**config.mk**
```make
export PLATFORM = sky130hd
export DESIGN_NAME = seq_chunk_adder_flat
export DESIGN_NICKNAME = d
export VERILOG_FILES = /design/src/rtl/seq_chunk_adder_if.sv /design/src/rtl/seq_chunk_adder.sv /design/src/flat_wrapper.sv
export SDC_FILE = /design/constraint.sdc
export NUM_CORES = 1
export LEC_CHECK = 0
export ABC_AREA = 1
export BUFFER_PORTS_ARGS = -buffer_cell sky130_fd_sc_hd__buf_2
export CAP_MARGIN = 10
export CELL_PAD_IN_SITES_DETAIL_PLACEMENT = 0
export CELL_PAD_IN_SITES_GLOBAL_PLACEMENT = 1
export CORE_MARGIN = 1
export CORE_UTILIZATION = 43
export CTS_CLUSTER_SIZE = 25
export DETAILED_ROUTE_END_ITERATION = 10
export PLACE_DENSITY_LB_ADDON = 0.1
export SETUP_SLACK_MARGIN = 0.4
export SKIP_LAST_GASP = 1
export SYNTH_ARGS = -nofsm -noshare
export SYNTH_HDL_FRONTEND = slang
export SYNTH_SLANG_ARGS = --single-unit
```
**constraint.sdc**
```tcl
create_clock -name clk -period 4.3 [get_ports clk]
set_input_delay 0.215 -clock clk [delete_from_list [all_inputs] [get_ports clk]]
set_output_delay 0.215 -clock clk [all_outputs]
set_load 0.02 [all_outputs]
```
**src/rtl/seq_chunk_adder_if.sv**
```systemverilog
// Operand/result bundle for seq_chunk_adder: valid/ready operand side and valid/ready result side.
// No logic inside; latency and backpressure are defined by the attached adder.
// Optional SEQ_CHUNK_ADDER_SUB_EN adds the 1-bit sub request alongside the operands.
interface seq_chunk_adder_if #(
   parameter int WIDTH = 16
);
   logic             in_valid;
   logic             in_ready;
   logic [WIDTH-1:0] a;
   logic [WIDTH-1:0] b;
   logic             cin;
`ifdef SEQ_CHUNK_ADDER_SUB_EN
   logic             sub;
`endif
   logic             out_valid;
   logic             out_ready;
   logic [WIDTH-1:0] sum;
   logic             cout;
   logic             overflow;

   // Producer of operands / consumer of results (bench or upstream datapath).
   modport master (
      output in_valid, a, b, cin, out_ready,
`ifdef SEQ_CHUNK_ADDER_SUB_EN
      output sub,
`endif
      input  in_ready, out_valid, sum, cout, overflow
   );

   // The adder itself.
   modport slave (
      input  in_valid, a, b, cin, out_ready,
`ifdef SEQ_CHUNK_ADDER_SUB_EN
      input  sub,
`endif
      output in_ready, out_valid, sum, cout, overflow
   );
endinterface

```
**src/rtl/seq_chunk_adder.sv**
```systemverilog
// Multi-cycle adder: WIDTH-bit a + b + cin, CHUNK bits per clock, carry held between chunks.
// Latency: out_valid rises NCHUNK+1 edges after (and including) the accept edge; one result per NCHUNK+2 cycles.
// Backpressure: in_ready low outside IDLE; result held in DONE until out_ready. Macro SEQ_CHUNK_ADDER_SUB_EN adds a - b - cin.
module seq_chunk_adder #(
   parameter int WIDTH = 16,
   parameter int CHUNK = 4
) (
   input logic                clk,
   input logic                rst,
   seq_chunk_adder_if.slave   bus
);
   localparam bit BAD_PARAM = (CHUNK < 1) || (CHUNK > WIDTH) ||
                              ((WIDTH % ((CHUNK < 1) ? 1 : CHUNK)) != 0);
   localparam int NCHUNK    = (CHUNK < 1) ? 1 : WIDTH / CHUNK;
   localparam int CW        = (NCHUNK > 1) ? $clog2(NCHUNK) : 1;
   localparam logic [CW-1:0] LAST_CHUNK = CW'(NCHUNK - 1);

   generate
      if (BAD_PARAM) begin : g_bad_param
         $fatal(1, "seq_chunk_adder: WIDTH must be a non-zero multiple of CHUNK");
      end
   endgenerate

   typedef enum logic [1:0] {
      IDLE = 2'd0,
      RUN  = 2'd1,
      DONE = 2'd2
   } state_t;

   state_t           state_q;
   logic [WIDTH-1:0] a_q;
   logic [WIDTH-1:0] b_q;          // already inverted when subtracting
   logic             carry_q;
   logic [CW-1:0]    cnt_q;
   logic [WIDTH-1:0] sum_q;
   logic             cout_q;
   logic             ovf_q;
   logic             in_ready_q;
   logic             out_valid_q;

   logic [CHUNK-1:0] a_chunk_d;
   logic [CHUNK-1:0] b_chunk_d;
   logic [CHUNK:0]   add_d;        // {carry out of chunk, chunk sum}
   logic [WIDTH-1:0] b_in_d;
   logic             carry_in_d;

   // Operand conditioning at accept time: subtraction is add of ~b with inverted carry-in.
   always_comb begin
      b_in_d     = bus.b;
      carry_in_d = bus.cin;
`ifdef SEQ_CHUNK_ADDER_SUB_EN
      if (bus.sub) begin
         b_in_d     = ~bus.b;
         carry_in_d = ~bus.cin;
      end
`endif
   end

   // One CHUNK-wide slice of the ripple add, selected by the chunk counter.
   always_comb begin
      a_chunk_d = a_q[cnt_q*CHUNK +: CHUNK];
      b_chunk_d = b_q[cnt_q*CHUNK +: CHUNK];
      add_d     = {1'b0, a_chunk_d} + {1'b0, b_chunk_d} + {{CHUNK{1'b0}}, carry_q};
   end

   // Control FSM and datapath registers; all outputs come straight from flops.
   always_ff @(posedge clk or posedge rst) begin
      if (rst) begin
         state_q     <= IDLE;
         a_q         <= '0;
         b_q         <= '0;
         carry_q     <= 1'b0;
         cnt_q       <= '0;
         sum_q       <= '0;
         cout_q      <= 1'b0;
         ovf_q       <= 1'b0;
         in_ready_q  <= 1'b1;
         out_valid_q <= 1'b0;
      end else begin
         case (state_q)
            IDLE: begin
               if (bus.in_valid && in_ready_q) begin
                  a_q        <= bus.a;
                  b_q        <= b_in_d;
                  carry_q    <= carry_in_d;
                  cnt_q      <= '0;
                  in_ready_q <= 1'b0;
                  state_q    <= RUN;
               end
            end
            RUN: begin
               sum_q[cnt_q*CHUNK +: CHUNK] <= add_d[CHUNK-1:0];
               carry_q                     <= add_d[CHUNK];
               if (cnt_q == LAST_CHUNK) begin
                  // Top chunk: its MSB is the sign bit of the result.
                  cout_q      <= add_d[CHUNK];
                  ovf_q       <= (a_q[WIDTH-1] == b_q[WIDTH-1]) &&
                                 (add_d[CHUNK-1] != a_q[WIDTH-1]);
                  cnt_q       <= '0;
                  out_valid_q <= 1'b1;
                  state_q     <= DONE;
               end else begin
                  cnt_q <= cnt_q + 1'b1;
               end
            end
            DONE: begin
               if (bus.out_ready) begin
                  out_valid_q <= 1'b0;
                  in_ready_q  <= 1'b1;
                  state_q     <= IDLE;
               end
            end
            default: begin
               out_valid_q <= 1'b0;
               in_ready_q  <= 1'b1;
               state_q     <= IDLE;
            end
         endcase
      end
   end

   assign bus.in_ready  = in_ready_q;
   assign bus.out_valid = out_valid_q;
   assign bus.sum       = sum_q;
   assign bus.cout      = cout_q;
   assign bus.overflow  = ovf_q;
endmodule

```
**src/flat_wrapper.sv**
```systemverilog
// flat-port wrapper written by rule: the top's interface ports become plain ports
module seq_chunk_adder_flat 
#(
   parameter int WIDTH = 16,
   parameter int CHUNK = 4
)
  (clk, rst, bus_in_valid, bus_a, bus_b, bus_cin, bus_out_ready, bus_in_ready, bus_out_valid, bus_sum, bus_cout, bus_overflow);
  seq_chunk_adder_if #(.WIDTH(WIDTH)) bus_i ();
  input logic clk;
  input logic rst;
  input wire logic [$bits(bus_i.in_valid)-1:0] bus_in_valid;
  input wire logic [$bits(bus_i.a)-1:0] bus_a;
  input wire logic [$bits(bus_i.b)-1:0] bus_b;
  input wire logic [$bits(bus_i.cin)-1:0] bus_cin;
  input wire logic [$bits(bus_i.out_ready)-1:0] bus_out_ready;
  output wire logic [$bits(bus_i.in_ready)-1:0] bus_in_ready;
  output wire logic [$bits(bus_i.out_valid)-1:0] bus_out_valid;
  output wire logic [$bits(bus_i.sum)-1:0] bus_sum;
  output wire logic [$bits(bus_i.cout)-1:0] bus_cout;
  output wire logic [$bits(bus_i.overflow)-1:0] bus_overflow;
  assign bus_i.in_valid = bus_in_valid;
  assign bus_i.a = bus_a;
  assign bus_i.b = bus_b;
  assign bus_i.cin = bus_cin;
  assign bus_i.out_ready = bus_out_ready;
  assign bus_in_ready = bus_i.in_ready;
  assign bus_out_valid = bus_i.out_valid;
  assign bus_sum = bus_i.sum;
  assign bus_cout = bus_i.cout;
  assign bus_overflow = bus_i.overflow;
  seq_chunk_adder #(.WIDTH(WIDTH), .CHUNK(CHUNK)) u_core (.clk(clk), .rst(rst), .bus(bus_i));
endmodule
```
==> flow_summary.json, run 1 <==
{
  "final.fill_count": 600,
  "cp_slowest_cell": "fa_1",
  "arrival_ns": 2.97,
  "p_int_uw": 1500,
  "clk_latency_ns": 0.33,
  "max-cap-violations": 0,
  "cts_tree": "yes",
  "synth_top_cells_by_area": "dfrtp_1 (52%), nand2_1 (19%), o21ai_0 (5.4%)",
  "cp_data_required_time_ns": 4.52,
  "cts_buffer_depth": 2,
  "drc": 0,
  "fin_skew_ns": 0.00648,
  "ios": 57,
  "drtIter0Drc": 99,
  "initial_core_util_pct": 45.0,
  "cts_buffers": 9,
  "finalHoldViolCount": 0,
  "worst-path-buf-inv": 2,
  "reg2reg_to": "u_core.bus.sum[6]",
  "vias": 2271,
  "diodes": 0,
  "outcome": "complete, no violations",
  "fmax_mhz": 364,
  "p_leak_uw": 0.00175,
  "synth_cell_types": 23,
  "rows": 28,
  "power_switching_uw": 1220,
  "cts.clk_slew.worst_paths_ns": 0.06,
  "overflow": 0,
  "setup_violations": 0,
  "timing.hold.ws_ns": 0.0732,
  "r2r_start": "u_core.cnt_q[0]",
  "die_area_um2": 6590,
  "path_class": "register to register",
  "setup_tns_ns": 0,
  "port_buffers": 56,
  "netlist_area_um2": 2700,
  "power_density_nw_per_um2": 840,
  "cp_slowest_stage_delay_ns": 0.44,
  "core-area_um2": 5990,
  "area_growth_pct": 20.0,
  "period_needed_ns": 2.75,
  "final_nets": 436,
  "cts-hold-fix-buffers": 0,
  "rrSetupSlack_ns": 1.55,
  "tightest_slew_ns": 0.704,
  "ys_warn_count": 0,
  "crit_cells": 10,
  "swShare_pct": 44.8,
  "routed_wirelength_um": 5840,
  "antenna_found_initial": 0,
  "end_kind": "register",
  "synth_cells": 329,
  "cts_resized": 0,
  "cp_top_family": "adder cells",
  "cts-root-buf": "clkbuf_8",
  "place.detailed.hpwl_um": 4180,
  "drive_gt1_share_pct": 20.6,
  "hold_path.class": "input port to async pin",
  "crit_end": "u_core.bus.sum[6]",
  "grt_pass1_vias": 2159,
  "cts_setup_buffers": 0,
  "startpoint": "u_core.cnt_q[0]",
  "grt_pass1_wl_um": 9980,
  "register_area_um2": 1430,
  "synth_top_area_cell": "dfrtp_1",
  "slew_headroom_pct": 53.0,
  "drv_slew": 0,
  "final.period_utilization_pct": 63.9,
  "grt_start_max_net_pins": 58,
  "cp_cell_sequence": "buf_4, inv_1, o21ai_0, o22ai_1, fa_1, fa_1, xnor2_1, nor2_1, nand2_1, o21ai_0",
  "combPwrFrac_pct": 48.3,
  "track_usage_pct": 20.6,
  "vdd_drop_max_mv": 0.306,
  "rsz0062_at_grt": "false",
  "p_clk_share_pct": 17.6,
  "cts.sinks": 57,
  "yosys.area.top_type_share_pct": 52.0,
  "ys_seq_elements": 57,
  "routabilityCongestion": 0.803,
  "seqPwrFrac_pct": 34.1,
  "worstRegToRegCells": 10,
  "final_antenna_net_count": 0,
  "drtPass1Iterations": 4,
  "start_kind": "register",
  "fin_total_pwr_uw": 2720,
  "via_per_inst": 4.85,
  "fp.dieW_um": 81.2,
  "syn_avg_cell_area_um2": 8.19,
  "multi_input_area_um2": 1130,
  "routedWlPerCell_um": 12.5,
  "cp_max_fo": 28,
  "htree_levels": 3,
  "die_y_um": 81.2,
  "yosysSeqAreaShare_pct": 53.0,
  "syn_nets": 377
}
==> final cells by class <==
class,count,area share [%]
well taps,75,2.90
multi-input cells,237,34.8
repair buffers,59,9.37
clock inverters,2,0.310
inverters,24,2.79
flip-flops and latches,57,44.2
clock buffers,14,5.65
==> cells in the mapped netlist <==
| cell | n |
|---|---|
| clkbuf_1 | 3 |
| nor3_1 | 2 |
| nand3_1 | 12 |
| nor3_4 | 1 |
| buf_2 | 8 |
| nand4_1 | 2 |
| a21oi_1 | 2 |
| nor2_1 | 24 |
| a2bb2oi_1 | 1 |
| xnor2_1 | 1 |
| o31ai_1 | 3 |
| o21ai_1 | 1 |
| o22ai_1 | 8 |
| dfrtp_1 | 56 |
| inv_1 | 22 |
| dfstp_2 | 1 |
| nand2_1 | 137 |
| o21ai_0 | 29 |
| inv_2 | 2 |
| o21bai_1 | 1 |
| ha_1 | 9 |
| nand2_2 | 2 |
| fa_1 | 2 |
==> stage by stage <==
stage	setup WS, ns	utilization (%)	cell area, um2	instances
after floorplan	1.85	-	2700	329
after global placement	1.67	50.8	3040	452
after detailed placement	1.57	50.8	3040	452
after CTS	1.56	54.0	3230	468
after global routing	1.32	54.0	3230	468
final	1.55	54.0	3230	468
==> tightest hold or removal path: cells and delay by family <==
family | cells | cell delay, ns
buffers and inverters | 3 | 0.69
==> registers in the layout, summed over array words and instances, names as in the netlist <==
signal and count:
u_core.a_q 16, u_core.b_q 16, u_core.bus.sum 16, u_core.bus.out_valid 1
u_core.bus.overflow 1, u_core.bus.cout 1, u_core.bus.in_ready 1, u_core.carry_q 1
u_core.state_q 2, u_core.cnt_q 2
==> power by group through the flow <==
| stage | Sequential (uW) | Clock, uW | Combinational [uW] |
|---|---|---|---|
| 5_1_grt | 956 | 510 | 1530 |
| 2_1_floorplan | 970 | 0 | 919 |
| 4_1_cts | 929 | 486 | 1330 |
| 3_3_place_gp | 937 | 0 | 1310 |
| 6_report | 927 | 478 | 1310 |
| 3_5_place_dp | 936 | 0 | 1330 |
==> logic make-up after synthesis <==
logic type | share of synthesized area [%]
AOI/OAI and AO/OA | 9.24
buffers and inverters | 5.25
and+or+nand+nor | 26.6
xor gates and xnor gates | 0.325
DFF | 53.0
adders and majority gates | 5.66
==> how the worst min path moves through the flow <==
stage	startpoint	end	slack, ns
floorplan	bus_a[10]	u_core.a_q[10]	0.33
global placement	bus_a[6]	u_core.a_q[6]	0.41
detailed placement	bus_b[0]	u_core.b_q[0]	0.42
CTS	bus_b[0]	u_core.b_q[0]	0.06
global route	bus_b[0]	u_core.b_q[0]	0.07
finish	rst	u_core.bus.out_valid	0.07
==> cell usage in the layout, fill, tap and decap left out <==
cell type / synthesis / routed
o22ai_1: 8 / 8
o21bai_1: 1 / 1
buf_2: 8 / 56
xnor2_1: 1 / 1
fa_1: 2 / 2
nor3_4: 1 / 1
clkbuf_1: 3 / 1
inv_1: 22 / 21
ha_1: 9 / 9
o21ai_0: 29 / 29
nand2_2: 2 / 2
nor2_1: 24 / 24
a21oi_1: 2 / 2
inv_2: 2 / 3
nand2_1: 137 / 137
buf_4: 0 / 3
nand4_1: 2 / 2
dfrtp_1: 56 / 56
clkinv_2: 0 / 2
a2bb2oi_1: 1 / 1
nor3_1: 2 / 2
clkbuf_8: 0 / 13
nand3_1: 12 / 12
o31ai_1: 3 / 3
o21ai_1: 1 / 1
dfstp_2: 1 / 1
==> per-layer routing <==
| metal | track usage, % | part of all wire (%) |
|---|---|---|
| met1 | 26.1 | 48 |
| met2 | 32.9 | 46 |
| met3 | 4.49 | 3.7 |
| met4 | 10.5 | 2.1 |
| met5 | 0 | 0 |
Power figures use the tool's default switching activity.
==> run 2: changes to the inputs <==
CORE_UTILIZATION = 36   (was 43)
clock period = 2.3 ns   (was 4.3 ns; I/O delays follow)
==> run 2 against run 1 <==
Effect of this change: the run now ends with negative hold slack left; cell count grew 16%; register-to-register slack worse by 1.4 ns; sequential share of layout area decreased by 8.0 points; clock power is 73% higher; critical path type unchanged; largest power group unchanged.
==> flow_summary.json, run 2 (same netlist as run 1, synthesis figures left out) <==
{
  "vias": 2497,
  "placed_cell_area_um2": 3160,
  "dp.cells": 483,
  "p_clk_share_pct": 13.2,
  "rows": 31,
  "final_common_cell": "nand2_1",
  "routed_wirelength_um": 6900,
  "worstRegToRegCells": 10,
  "hold_path.class": "input port to register",
  "overflow": 0,
  "cts-root-buf": "clkbuf_8",
  "drtIter0Drc": 94,
  "core-area_um2": 7250,
  "final_nets": 489,
  "grt_pass1_vias": 2389,
  "p_int_uw": 3440,
  "cts.sinks": 57,
  "start_kind": "register",
  "rsz0062_at_grt": "true",
  "p_leak_uw": 0.00203,
  "ios": 57,
  "place.detailed.hpwl_um": 4660,
  "reg2reg_to": "u_core.bus.sum[14]",
  "rrSetupSlack_ns": 0.17,
  "die_area_um2": 7840,
  "area_growth_pct": 46.6,
  "fin_skew_ns": 0.00859,
  "final.period_utilization_pct": 92.7,
  "routabilityCongestion": 0.829,
  "outcome": "finished with violations",
  "max-cap-violations": 0,
  "slew_headroom_pct": 64.2,
  "fp.dieW_um": 88.5,
  "port_buffers": 56,
  "startpoint": "u_core.cnt_q[0]",
  "end_kind": "register",
  "drc": 0,
  "antenna_found_initial": 0,
  "fin_cells": 545,
  "routedWlPerCell_um": 12.7,
  "vdd_drop_max_mv": 0.665,
  "cts_buffer_depth": 2,
  "power_switching_uw": 2840,
  "timing.hold.ws_ns": -0.000135,
  "combPwrFrac_pct": 59.0,
  "grt_pass1_wl_um": 10900,
  "cts_tree": "yes",
  "diodes": 0,
  "grt_start_max_net_pins": 36,
  "initial_core_util_pct": 37.2,
  "cts_buffers": 9,
  "track_usage_pct": 18.8,
  "final_cell_mix": "nand2_1 (135), buf_2 (56), dfrtp_1 (54)",
  "finalHoldViolCount": 1,
  "drtPass1Iterations": 4,
  "period_needed_ns": 2.13,
  "drv_slew": 0,
  "setup_violations": 0,
  "cts.clk_slew.worst_paths_ns": 0.06,
  "seqPwrFrac_pct": 27.8,
  "r2r_start": "u_core.cnt_q[0]",
  "clk_latency_ns": 0.34,
  "arrival_ns": 2.39,
  "crit_end": "u_core.bus.sum[14]",
  "final_area_um2": 3950,
  "tightest_slew_ns": 0.537,
  "power_density_nw_per_um2": 1590,
  "cp_data_required_time_ns": 2.56,
  "swShare_pct": 45.2,
  "via_per_inst": 4.58,
  "fmax_mhz": 469,
  "final_antenna_net_count": 0,
  "drive_gt1_share_pct": 31.6,
  "violations": "negative hold slack",
  "die_y_um": 88.5,
  "cp_max_fo": 10,
  "path_class": "register to register",
  "htree_levels": 3
}
run 2: worst min path at each step:
stage	startpoint	to	slack (ns)	cells past startpoint
2_1_floorplan	bus_a[10]	u_core.a_q[10]	0.23	2
5_1_grt	bus_a[7]	u_core.a_q[7]	-0.005	3
3_5_place_dp	rst	u_core.bus.sum[1]	0.18	2
6_report	bus_a[7]	u_core.a_q[7]	-0.0001	3
3_3_place_gp	rst	u_core.bus.sum[0]	0.18	2
4_1_cts	bus_a[15]	u_core.a_q[15]	0.001	3
run 2: stage by stage:
stage                     hold WS [ns]  utilization [%]  setup WS (ns)  power (uW)  setup TNS [ns]
after floorplan                  0.232                -         0.0936        3680               0
after CTS                      0.00134             52.6          0.202        5840               0
final                        -0.000135             54.5          0.167        6280               0
after global routing          -0.00456             54.5         0.0690        6810               0
after detailed placement         0.183             43.6        -0.0384        4500         -0.0756
after global placement           0.176             43.6          0.103        4490               0
run 2: routing by layer:
layer / vias to the layer above / GRT usage (%) / wire length, um
li1: 1272 / - / -
met1: 1167 / 22.5 / 3110
met2: 47 / 31.9 / 3420
met3: 11 / 5.04 / 212
met4: 0 / 8.21 / 152
met5: - / 0 / 0
run 2: final cells by class:
| type | instances | area, um2 |
|---|---|---|
| fillers | 708 | 3300 |
| flip-flops and latches | 57 | 1430 |
| repair inverters | 1 | 11.3 |
| multi-input cells | 237 | 1320 |
| repair buffers | 111 | 792 |
| clock inverters | 3 | 15.0 |
| well taps | 99 | 124 |
| inverters | 24 | 103 |
| clock buffers | 13 | 159 |
run 2: critical path, stage by stage (launching register included):
cell and delay, ns:
dfrtp_2 0.38, buf_6 0.14, inv_8 0.05, o21ai_4 0.12
o22ai_2 0.10, fa_2 0.41, fa_2 0.38, xnor2_2 0.16
nor2_1 0.09, nand2_1 0.07, o21ai_1 0.13
run 2: timing repair:
| action | CTS | global route |
|---|---|---|
| endpoints found under the hold margin | 50 | 0 |
| setup endpoints to repair | 21 | 17 |
| pin swaps | 12 | 17 |
| gates resized for setup | 33 | 26 |
| buffers inserted | 14 | 1 |
| hold buffers | 30 | 0 |
| gates cloned | 1 | 0 |
run 2: power by group through the flow:
stage / Sequential [uW] / Combinational [uW] / Clock (uW)
floorplan: 1820 / 1860 / 0
global placement: 1760 / 2720 / 0
detailed placement: 1760 / 2730 / 0
CTS: 1740 / 3250 / 843
global route: 1790 / 4120 / 897
finish: 1750 / 3710 / 827
